File: src/rtl/uart_loader_if.sv
// Byte stream in from the UART receiver and instruction-memory write port out.
// The loader is the master: it consumes rx bytes and drives the memory write.
interface uart_loader_if #(
   parameter int ADDR_W = 12
);
   logic              rx_valid;
   logic [7:0]        rx_data;
   logic              imem_we;
   logic [ADDR_W-1:0] imem_addr;
   logic [31:0]       imem_wdata;

   modport master (
      input  rx_valid, rx_data,
      output imem_we, imem_addr, imem_wdata
   );

   modport slave (
      output rx_valid, rx_data,
      input  imem_we, imem_addr, imem_wdata
   );
endinterface

File: src/rtl/uart_loader.sv
// UART boot loader: parses A5/len/data/csum frames into instruction-memory writes
// and holds the CPU in reset until a frame loads with a matching checksum.
module uart_loader #(
   parameter int ADDR_W  = 12,
   parameter int TIMEOUT = 500000
) (
   input  logic          clk,
   input  logic          rst_n,
   uart_loader_if.master bus,
   output logic          cpu_rst_n,
   output logic          busy,
   output logic          load_done,
   output logic          err
);

   localparam logic [7:0]  SYNC      = 8'hA5;
   localparam int          IDLE_W    = (TIMEOUT > 2) ? $clog2(TIMEOUT) : 1;
   localparam logic [32:0] MAX_WORDS = 33'(1) << ADDR_W;

   typedef enum logic [2:0] {IDLE, LEN0, LEN1, DATA, CSUM, DONE} state_t;

   state_t            state;
   logic [7:0]        len_lo;
   logic [15:0]       words_left;
   logic [ADDR_W-1:0] word_idx;
   logic [1:0]        byte_cnt;
   logic [7:0]        csum;
   logic [23:0]       data_buf;
   logic [IDLE_W-1:0] idle_cnt;

   logic [15:0] len_rx;
   logic        len_bad;
   assign len_rx  = {bus.rx_data, len_lo};
   assign len_bad = (len_rx == 16'd0) || ({17'd0, len_rx} > MAX_WORDS);

   // NOTE: every register below is updated with <= so all branches see the
   // pre-edge values; mixing in = here would make results depend on statement order.
   always_ff @(posedge clk or negedge rst_n) begin
      if (!rst_n) begin
         state          <= IDLE;
         bus.imem_we    <= 1'b0;
         bus.imem_addr  <= '0;
         bus.imem_wdata <= '0;
         cpu_rst_n      <= 1'b1;
         busy           <= 1'b0;
         load_done      <= 1'b0;
         err            <= 1'b0;
         len_lo         <= '0;
         words_left     <= '0;
         word_idx       <= '0;
         byte_cnt       <= '0;
         csum           <= '0;
         data_buf       <= '0;
         idle_cnt       <= '0;
      end else begin
         bus.imem_we <= 1'b0;
         load_done   <= 1'b0;

         case (state)
            IDLE: begin
               if (bus.rx_valid && bus.rx_data == SYNC) begin
                  state     <= LEN0;
                  busy      <= 1'b1;
                  cpu_rst_n <= 1'b0;
                  csum      <= '0;
                  byte_cnt  <= '0;
                  word_idx  <= '0;
                  idle_cnt  <= '0;
               end
            end

            DONE: begin
               state <= IDLE;
               busy  <= 1'b0;
            end

            default: begin
               if (bus.rx_valid) begin
                  // An arriving byte always wins over a timeout in the same cycle.
                  idle_cnt <= '0;
                  case (state)
                     LEN0: begin
                        len_lo <= bus.rx_data;
                        state  <= LEN1;
                     end
                     LEN1: begin
                        if (len_bad) begin
                           state <= IDLE;
                           busy  <= 1'b0;
                           err   <= 1'b1;
                        end else begin
                           words_left <= len_rx;
                           state      <= DATA;
                        end
                     end
                     DATA: begin
                        byte_cnt <= byte_cnt + 2'd1;
                        csum     <= csum + bus.rx_data;
                        if (byte_cnt == 2'd3) begin
                           bus.imem_we    <= 1'b1;
                           bus.imem_addr  <= word_idx;
                           bus.imem_wdata <= {bus.rx_data, data_buf};
                           word_idx       <= word_idx + 1'b1;
                           words_left     <= words_left - 16'd1;
                           if (words_left == 16'd1) state <= CSUM;
                        end else begin
                           // Shift right so byte 0 ends up in the low lane after three bytes.
                           data_buf <= {bus.rx_data, data_buf[23:8]};
                        end
                     end
                     CSUM: begin
                        if (bus.rx_data == csum) begin
                           state     <= DONE;
                           load_done <= 1'b1;
                           cpu_rst_n <= 1'b1;
                           err       <= 1'b0;
                        end else begin
                           state <= IDLE;
                           busy  <= 1'b0;
                           err   <= 1'b1;
                        end
                     end
                     default: state <= IDLE;
                  endcase
               end else if (idle_cnt == IDLE_W'(TIMEOUT - 1)) begin
                  state <= IDLE;
                  busy  <= 1'b0;
                  err   <= 1'b1;
               end else begin
                  idle_cnt <= idle_cnt + 1'b1;
               end
            end
         endcase
      end
   end

endmodule

File: src/flat_wrapper.sv
// flat-port wrapper written by rule: the top's interface ports become plain ports
module uart_loader_flat 
#(
   parameter int ADDR_W  = 12,
   parameter int TIMEOUT = 500000
)
  (clk, rst_n, cpu_rst_n, busy, load_done, err, bus_rx_valid, bus_rx_data, bus_imem_we, bus_imem_addr, bus_imem_wdata);
  uart_loader_if #(.ADDR_W(ADDR_W)) bus_i ();
  input  logic clk;
  input  logic rst_n;
  output logic cpu_rst_n;
  output logic busy;
  output logic load_done;
  output logic err;
  input wire logic [$bits(bus_i.rx_valid)-1:0] bus_rx_valid;
  input wire logic [$bits(bus_i.rx_data)-1:0] bus_rx_data;
  output wire logic [$bits(bus_i.imem_we)-1:0] bus_imem_we;
  output wire logic [$bits(bus_i.imem_addr)-1:0] bus_imem_addr;
  output wire logic [$bits(bus_i.imem_wdata)-1:0] bus_imem_wdata;
  assign bus_i.rx_valid = bus_rx_valid;
  assign bus_i.rx_data = bus_rx_data;
  assign bus_imem_we = bus_i.imem_we;
  assign bus_imem_addr = bus_i.imem_addr;
  assign bus_imem_wdata = bus_i.imem_wdata;
  uart_loader #(.ADDR_W(ADDR_W), .TIMEOUT(TIMEOUT)) u_core (.clk(clk), .rst_n(rst_n), .bus(bus_i), .cpu_rst_n(cpu_rst_n), .busy(busy), .load_done(load_done), .err(err));
endmodule
File: config.mk
export PLATFORM = sky130hd
export DESIGN_NAME = uart_loader_flat
export DESIGN_NICKNAME = d
export VERILOG_FILES = /design/src/rtl/uart_loader_if.sv /design/src/rtl/uart_loader.sv /design/src/flat_wrapper.sv
export SDC_FILE = /design/constraint.sdc
export NUM_CORES = 1
export LEC_CHECK = 0
export CAP_MARGIN = 20
export CORE_ASPECT_RATIO = 1.4
export CORE_MARGIN = 2
export CORE_UTILIZATION = 58
export CTS_BUF_LIST = sky130_fd_sc_hd__clkbuf_16
export DETAILED_ROUTE_END_ITERATION = 10
export PLACE_DENSITY = 0.76
export SLEW_MARGIN = 20
export SYNTH_ARGS = -nofsm -noshare
export SYNTH_HDL_FRONTEND = slang
export SYNTH_SLANG_ARGS = --single-unit
File: constraint.sdc
create_clock -name clk -period 3.1 [get_ports clk]
set_clock_uncertainty 0.2 [all_clocks]
set_input_delay 0.31 -clock clk [delete_from_list [all_inputs] [get_ports clk]]
set_output_delay 0.31 -clock clk [all_outputs]
set_load 0.01 [all_outputs]
# Word level (Yosys, flattened, before mapping)
# Index checks and enable logic that the tools add are counted.
# totals
reg_bits	141
latch_bits	0
mem_bits_rw	0
mem_bits_ro	0
input_bits	11
out_inout_bits	49
word_cells	123
memories	0
# op_classes
addsub	5
multipliers	0
n_div	0
order_cmp	1
eq_ne	21
n_shift	0
muxes	54
n_bitwise	3
n_reduce_logical	24
# ops
op	count
2-to-1 mux 19 bit	3
2-to-1 mux 12 bit	4
one-hot mux 19 bit (2 select lines)	1
2-to-1 mux 16 bit	2
one-hot mux 16 bit (2 select lines)	1
2-to-1 mux 8 bit	3
one-hot mux 12 bit (2 select lines)	1
2-to-1 mux 1 bit	21
AND reduction 4 bit	5
AND reduction 5 bit	4
adder 19 x 1 -> 19 bit, second input constant	1
== test 19 bit, second input constant	1
2-to-1 mux 3 bit	6
== test 16 x 1 -> 1 bit, second input constant	1
greater-than comparator 16 x 13 -> 1 bit, second input constant	1
logical NOT 16 bit	1
one-hot mux 8 bit (2 select lines)	1
subtractor 16 x 1 -> 16 bit, second input constant	1
!= test 5 x 2 -> 1 bit, second input constant	3
nonzero test 2 bit	7
adder 12 x 1 -> 12 bit, second input constant	1
one-hot mux 3 bit (4 select lines)	1
adder 8 bit	1
== test 8 bit	1
24 further kinds	36

# Logic depth before layout (Yosys ltp)
# logic_depth
ltp_word	6
mapped_depth	9
depth_no_buf	9

# Worst setup path after synthesis
# No wires, ideal clock.
# synth_timing
path_type	register -> register
startpoint	register u_core.words_left[2]
endpoint	register u_core.words_left[11]
t_arrival_ns	1.951
setup_slack_ns	0.812
stages_incl_launch_ff	7
synth_period_minus_slack_ns	2.288
path_cell_list	dfrtp_1 or4_1 or2_1 or3_1 or2_1 o22ai_1 a21oi_1
# synth_between
elab_chain_len	3
# synth_rtl
element	line_no	text
from (decl)	uart_loader.sv:24	logic [15:0] words_left;
from (signal assigned)	uart_loader.sv:92	words_left <= len_rx;
from (signal assigned)	uart_loader.sv:104	words_left <= words_left - 16'd1;
subtractor 16 x 1 -> 16 bit	uart_loader.sv:104	
2-to-1 mux 16 bit	uart_loader.sv:99	if (byte_cnt == 2'd3) begin
one-hot mux 16 bit (2 select lines)	uart_loader.sv:81	case (state)
# Every way passes these cells. The select of a mux whose other input is x is not followed.
# A chain may end at the register's enable or synchronous reset.

# Final worst setup path
# layout_timing
startpoint	input port bus_rx_data[1]
endpoint	register u_core.csum[6]
# layout_between
elab_chain_len	4
# layout_rtl
element	line_no	text
from (decl)	flat_wrapper.sv:16	input wire logic [$bits(bus_i.rx_data)-1:0] bus_rx_data;
adder 8 bit / == test 8 bit (equally long branches)	uart_loader.sv:98, uart_loader.sv:61	
2-to-1 mux 8 bit / logical AND 1 bit (equally long branches)	uart_loader.sv:81, uart_loader.sv:61	
2-to-1 mux 8 bit / != test 2 x 1 -> 1 bit (equally long branches)	--	
one-hot mux 8 bit (2 select lines) / AND reduction 4 bit (equally long branches)	--	
to (signal assigned)	uart_loader.sv:98	csum <= csum + bus.rx_data;
to (decl)	uart_loader.sv:27	logic [7:0] csum;
# Several ways; a longest one is shown, not always the timed one. The select of a mux whose other input is x is not followed.

==> reports/qor.yml <==
diodes: 0
setup_ws_ns: 0.519
path_clk_slew_ns: 0.06
critPathCaptureType: "flop"
drc: 0
tightest_slew_ns: 0.703
postRouteWirelength_um: 15800
worstSetupPathType: "in2reg"
ys.warnings.count: 0
drive_gt1_share_pct: 12.6
synth_cell_types: 54
power_density_nw_per_um2: 819
cts_root_buffer: "clkbuf_16"
final_nets: 790
overflow: 0
synthesis.area_um2: 6670
drtPass1Iterations: 5
holdCritPathClass: "in2async"
drt-vias-per-instance: 5.91
fp.dieArea_um2: 12400
cts_made_buffers: 17
start_kind: "input port"
power_mw: 6.63
start_util_pct: 59.1
outcome: "completed"
htree_levels: 4
min_period_ns: 2.58
clock_latency_ns: 0.41
synth_edf_count: 0
worstPathArrival_ns: 2.69
ioPinCount: 60
port_buffers: 59
drv_slew: 0
async_flop_share_pct: 100
grt_start_max_net_pins: 59
cts_tree: "yes"
wire_per_inst_um: 17.2
setup_violations: 0
critPathMaxFanout: 6
wl_met1_um: 6350
die_h_um: 131
leakage_nw: 3.75
setup-tns-final_ns: 0
met2_length_um: 8390
rows: 46
ys_seq_area_share_pct: 52.9
gp_congestion: 0.905
highest_layer: "met4"
rsz0062_at_grt: "no"
post-route-period-util_pct: 83.3
place_hpwl_um: 10700
cap_violations: 0
cts-resized-gates: 0
dpl.cell_count: 890
synth_area_leaders: "dfrtp_1 53%, nand2_1 9.5%, mux2_2 5.7%"
relSlewSlack_pct: 52.8
ys_seq_elements: 141
irDropWorstVdd_v: 0.000481
die_width_um: 94.6
yosys_most_used_dff: "dfrtp_1"
vias: 5453
max_freq_mhz: 387
syn_inst: 698
netlist.top_cell.by_area: "dfrtp_1"
grt_first_pass_wirelength_um: 26300
syn_nets: 722
cts_max_path_buffers: 2
grt_pass1_vias: 5367
syn_to_final_growth_pct: 21.2
core_um2: 11300
finalHoldViolCount: 0
antenna_found_initial: 0
route.met3.wl_um: 644
yosys.area.top_type_share_pct: 52.5
drt_iter0_markers: 323
synth_area_per_cell_um2: 9.56
final_cells: 923
place_ws_ns: 0.230
track_usage_pct: 27.4
cp.required_ns: 3.21
clock_sinks: 141
antenna_left: 0
area by class of cell:
class / instances / area (um^2)
Clock buffer: 17 / 425
Fill cell: 860 / 3190
Multi-Input combinational cell: 508 / 2950
Clock inverter: 15 / 150
Tap cell: 144 / 180
Sequential cell: 141 / 3530
Inverter: 16 / 60.1
Timing Repair Buffer: 82 / 792
final timing paths:
kind                                      startpoint                         to  slack (ns)  depth (start not counted)
hold reg to reg            u_core.bus.imem_wdata[24]  u_core.bus.imem_wdata[24]        0.27                          2
setup reg to reg                     u_core.state[1]            u_core.state[0]        0.53                          5
hold / removal                                 rst_n        u_core.idle_cnt[13]        0.22                          2
min in group clk           u_core.bus.imem_wdata[24]  u_core.bus.imem_wdata[24]        0.27                          2
setup / recovery                      bus_rx_data[1]             u_core.csum[6]        0.52                         10
max in group asynchronous                      rst_n             u_core.csum[6]        1.69                          3
stage by stage:
stage                     area [um^2]  util [%]  hold WS (ns)
after global routing             8090      71.7         0.263
after global placement           7500      66.5        0.0900
after floorplan                  6670         -        -0.186
after CTS                        8090      71.7         0.227
after detailed placement         7500      66.5        0.0958
final                            8090      71.7         0.216
synth_stat cells (10+ instances only):
| cell type | count |
|---|---|
| nand2_1 | 168 |
| inv_1 | 16 |
| nor4_1 | 10 |
| dfrtp_1 | 140 |
| clkbuf_1 | 24 |
| mux2_2 | 34 |
| nand3_1 | 36 |
| xor2_1 | 12 |
| a21oi_1 | 39 |
| xnor2_1 | 12 |
| nor2_1 | 43 |
| o21ai_0 | 35 |
| nor3_1 | 12 |
| ha_1 | 12 |
cells by family (layout without fill, tap and decap cells):
family,Yosys count,after routing,synth area share (%)
compound gates,108,108,9.62
xor+xnor,24,24,3.15
fa+ha+maj,13,13,2.55
buf+inv,49,130,2.98
flops,141,141,52.9
mux,34,34,5.74
simple gates,329,329,23.0
critical path, stage by stage:
cell and delay [ns]:
clkdlybuf4s50_1 0.52, buf_4 0.18, inv_1 0.09, fa_1 0.48, nor2b_1 0.15, o21ai_0 0.16
a21boi_0 0.36, o21a_1 0.18, nor3_1 0.06, o31ai_1 0.20
state kept, by name (all words and copies together) (netlist names):
name / flops
u_core.bus.imem_wdata: 32
u_core.data_buf: 24
u_core.idle_cnt: 19
u_core.words_left: 16
u_core.bus.imem_addr: 12
u_core.word_idx: 12
u_core.csum: 8
u_core.len_lo: 8
u_core.state: 3
u_core.byte_cnt: 2
u_core.bus.imem_we: 1
u_core.busy: 1
u_core.cpu_rst_n: 1
u_core.err: 1
u_core.load_done: 1
routing by layer:
metal,vias up,global-route usage [%]
li1,2565,-
met1,2695,34.3
met2,155,47.4
met3,38,4.76
met4,0,10.7
met5,-,0
where the power goes:
| part | internal [mW] | leakage [nW] | switching [mW] |
|---|---|---|---|
| Sequential | 2.33 | 1.87 | 0.461 |
| Clock | 1.13 | 0.283 | 0.838 |
| Combinational | 0.876 | 1.60 | 0.990 |
cell usage in the layout (no fill, tap or decap), types with 6 or more instances in the layout:
master,synthesis,routed
dfrtp_1,140,140
or3_1,9,9
a21oi_1,39,39
clkbuf_16,0,17
mux2_2,34,34
inv_1,16,16
ha_1,12,12
inv_6,0,6
and3_1,8,8
nor3_1,12,12
o21ai_0,35,35
xnor2_1,12,12
clkdlybuf4s50_1,0,58
nand4_1,9,9
buf_4,0,20
nor2_1,43,42
nand2_1,168,168
nand3_1,36,36
nor4_1,10,9
xor2_1,12,12
what timing repair did:
item / in CTS / in global routing
hold buffers: 1 / 0
hold endpoints to repair: 53 / 0
buffers inserted: 0 / 0
Note: power is estimated with default switching activity, not from simulation.
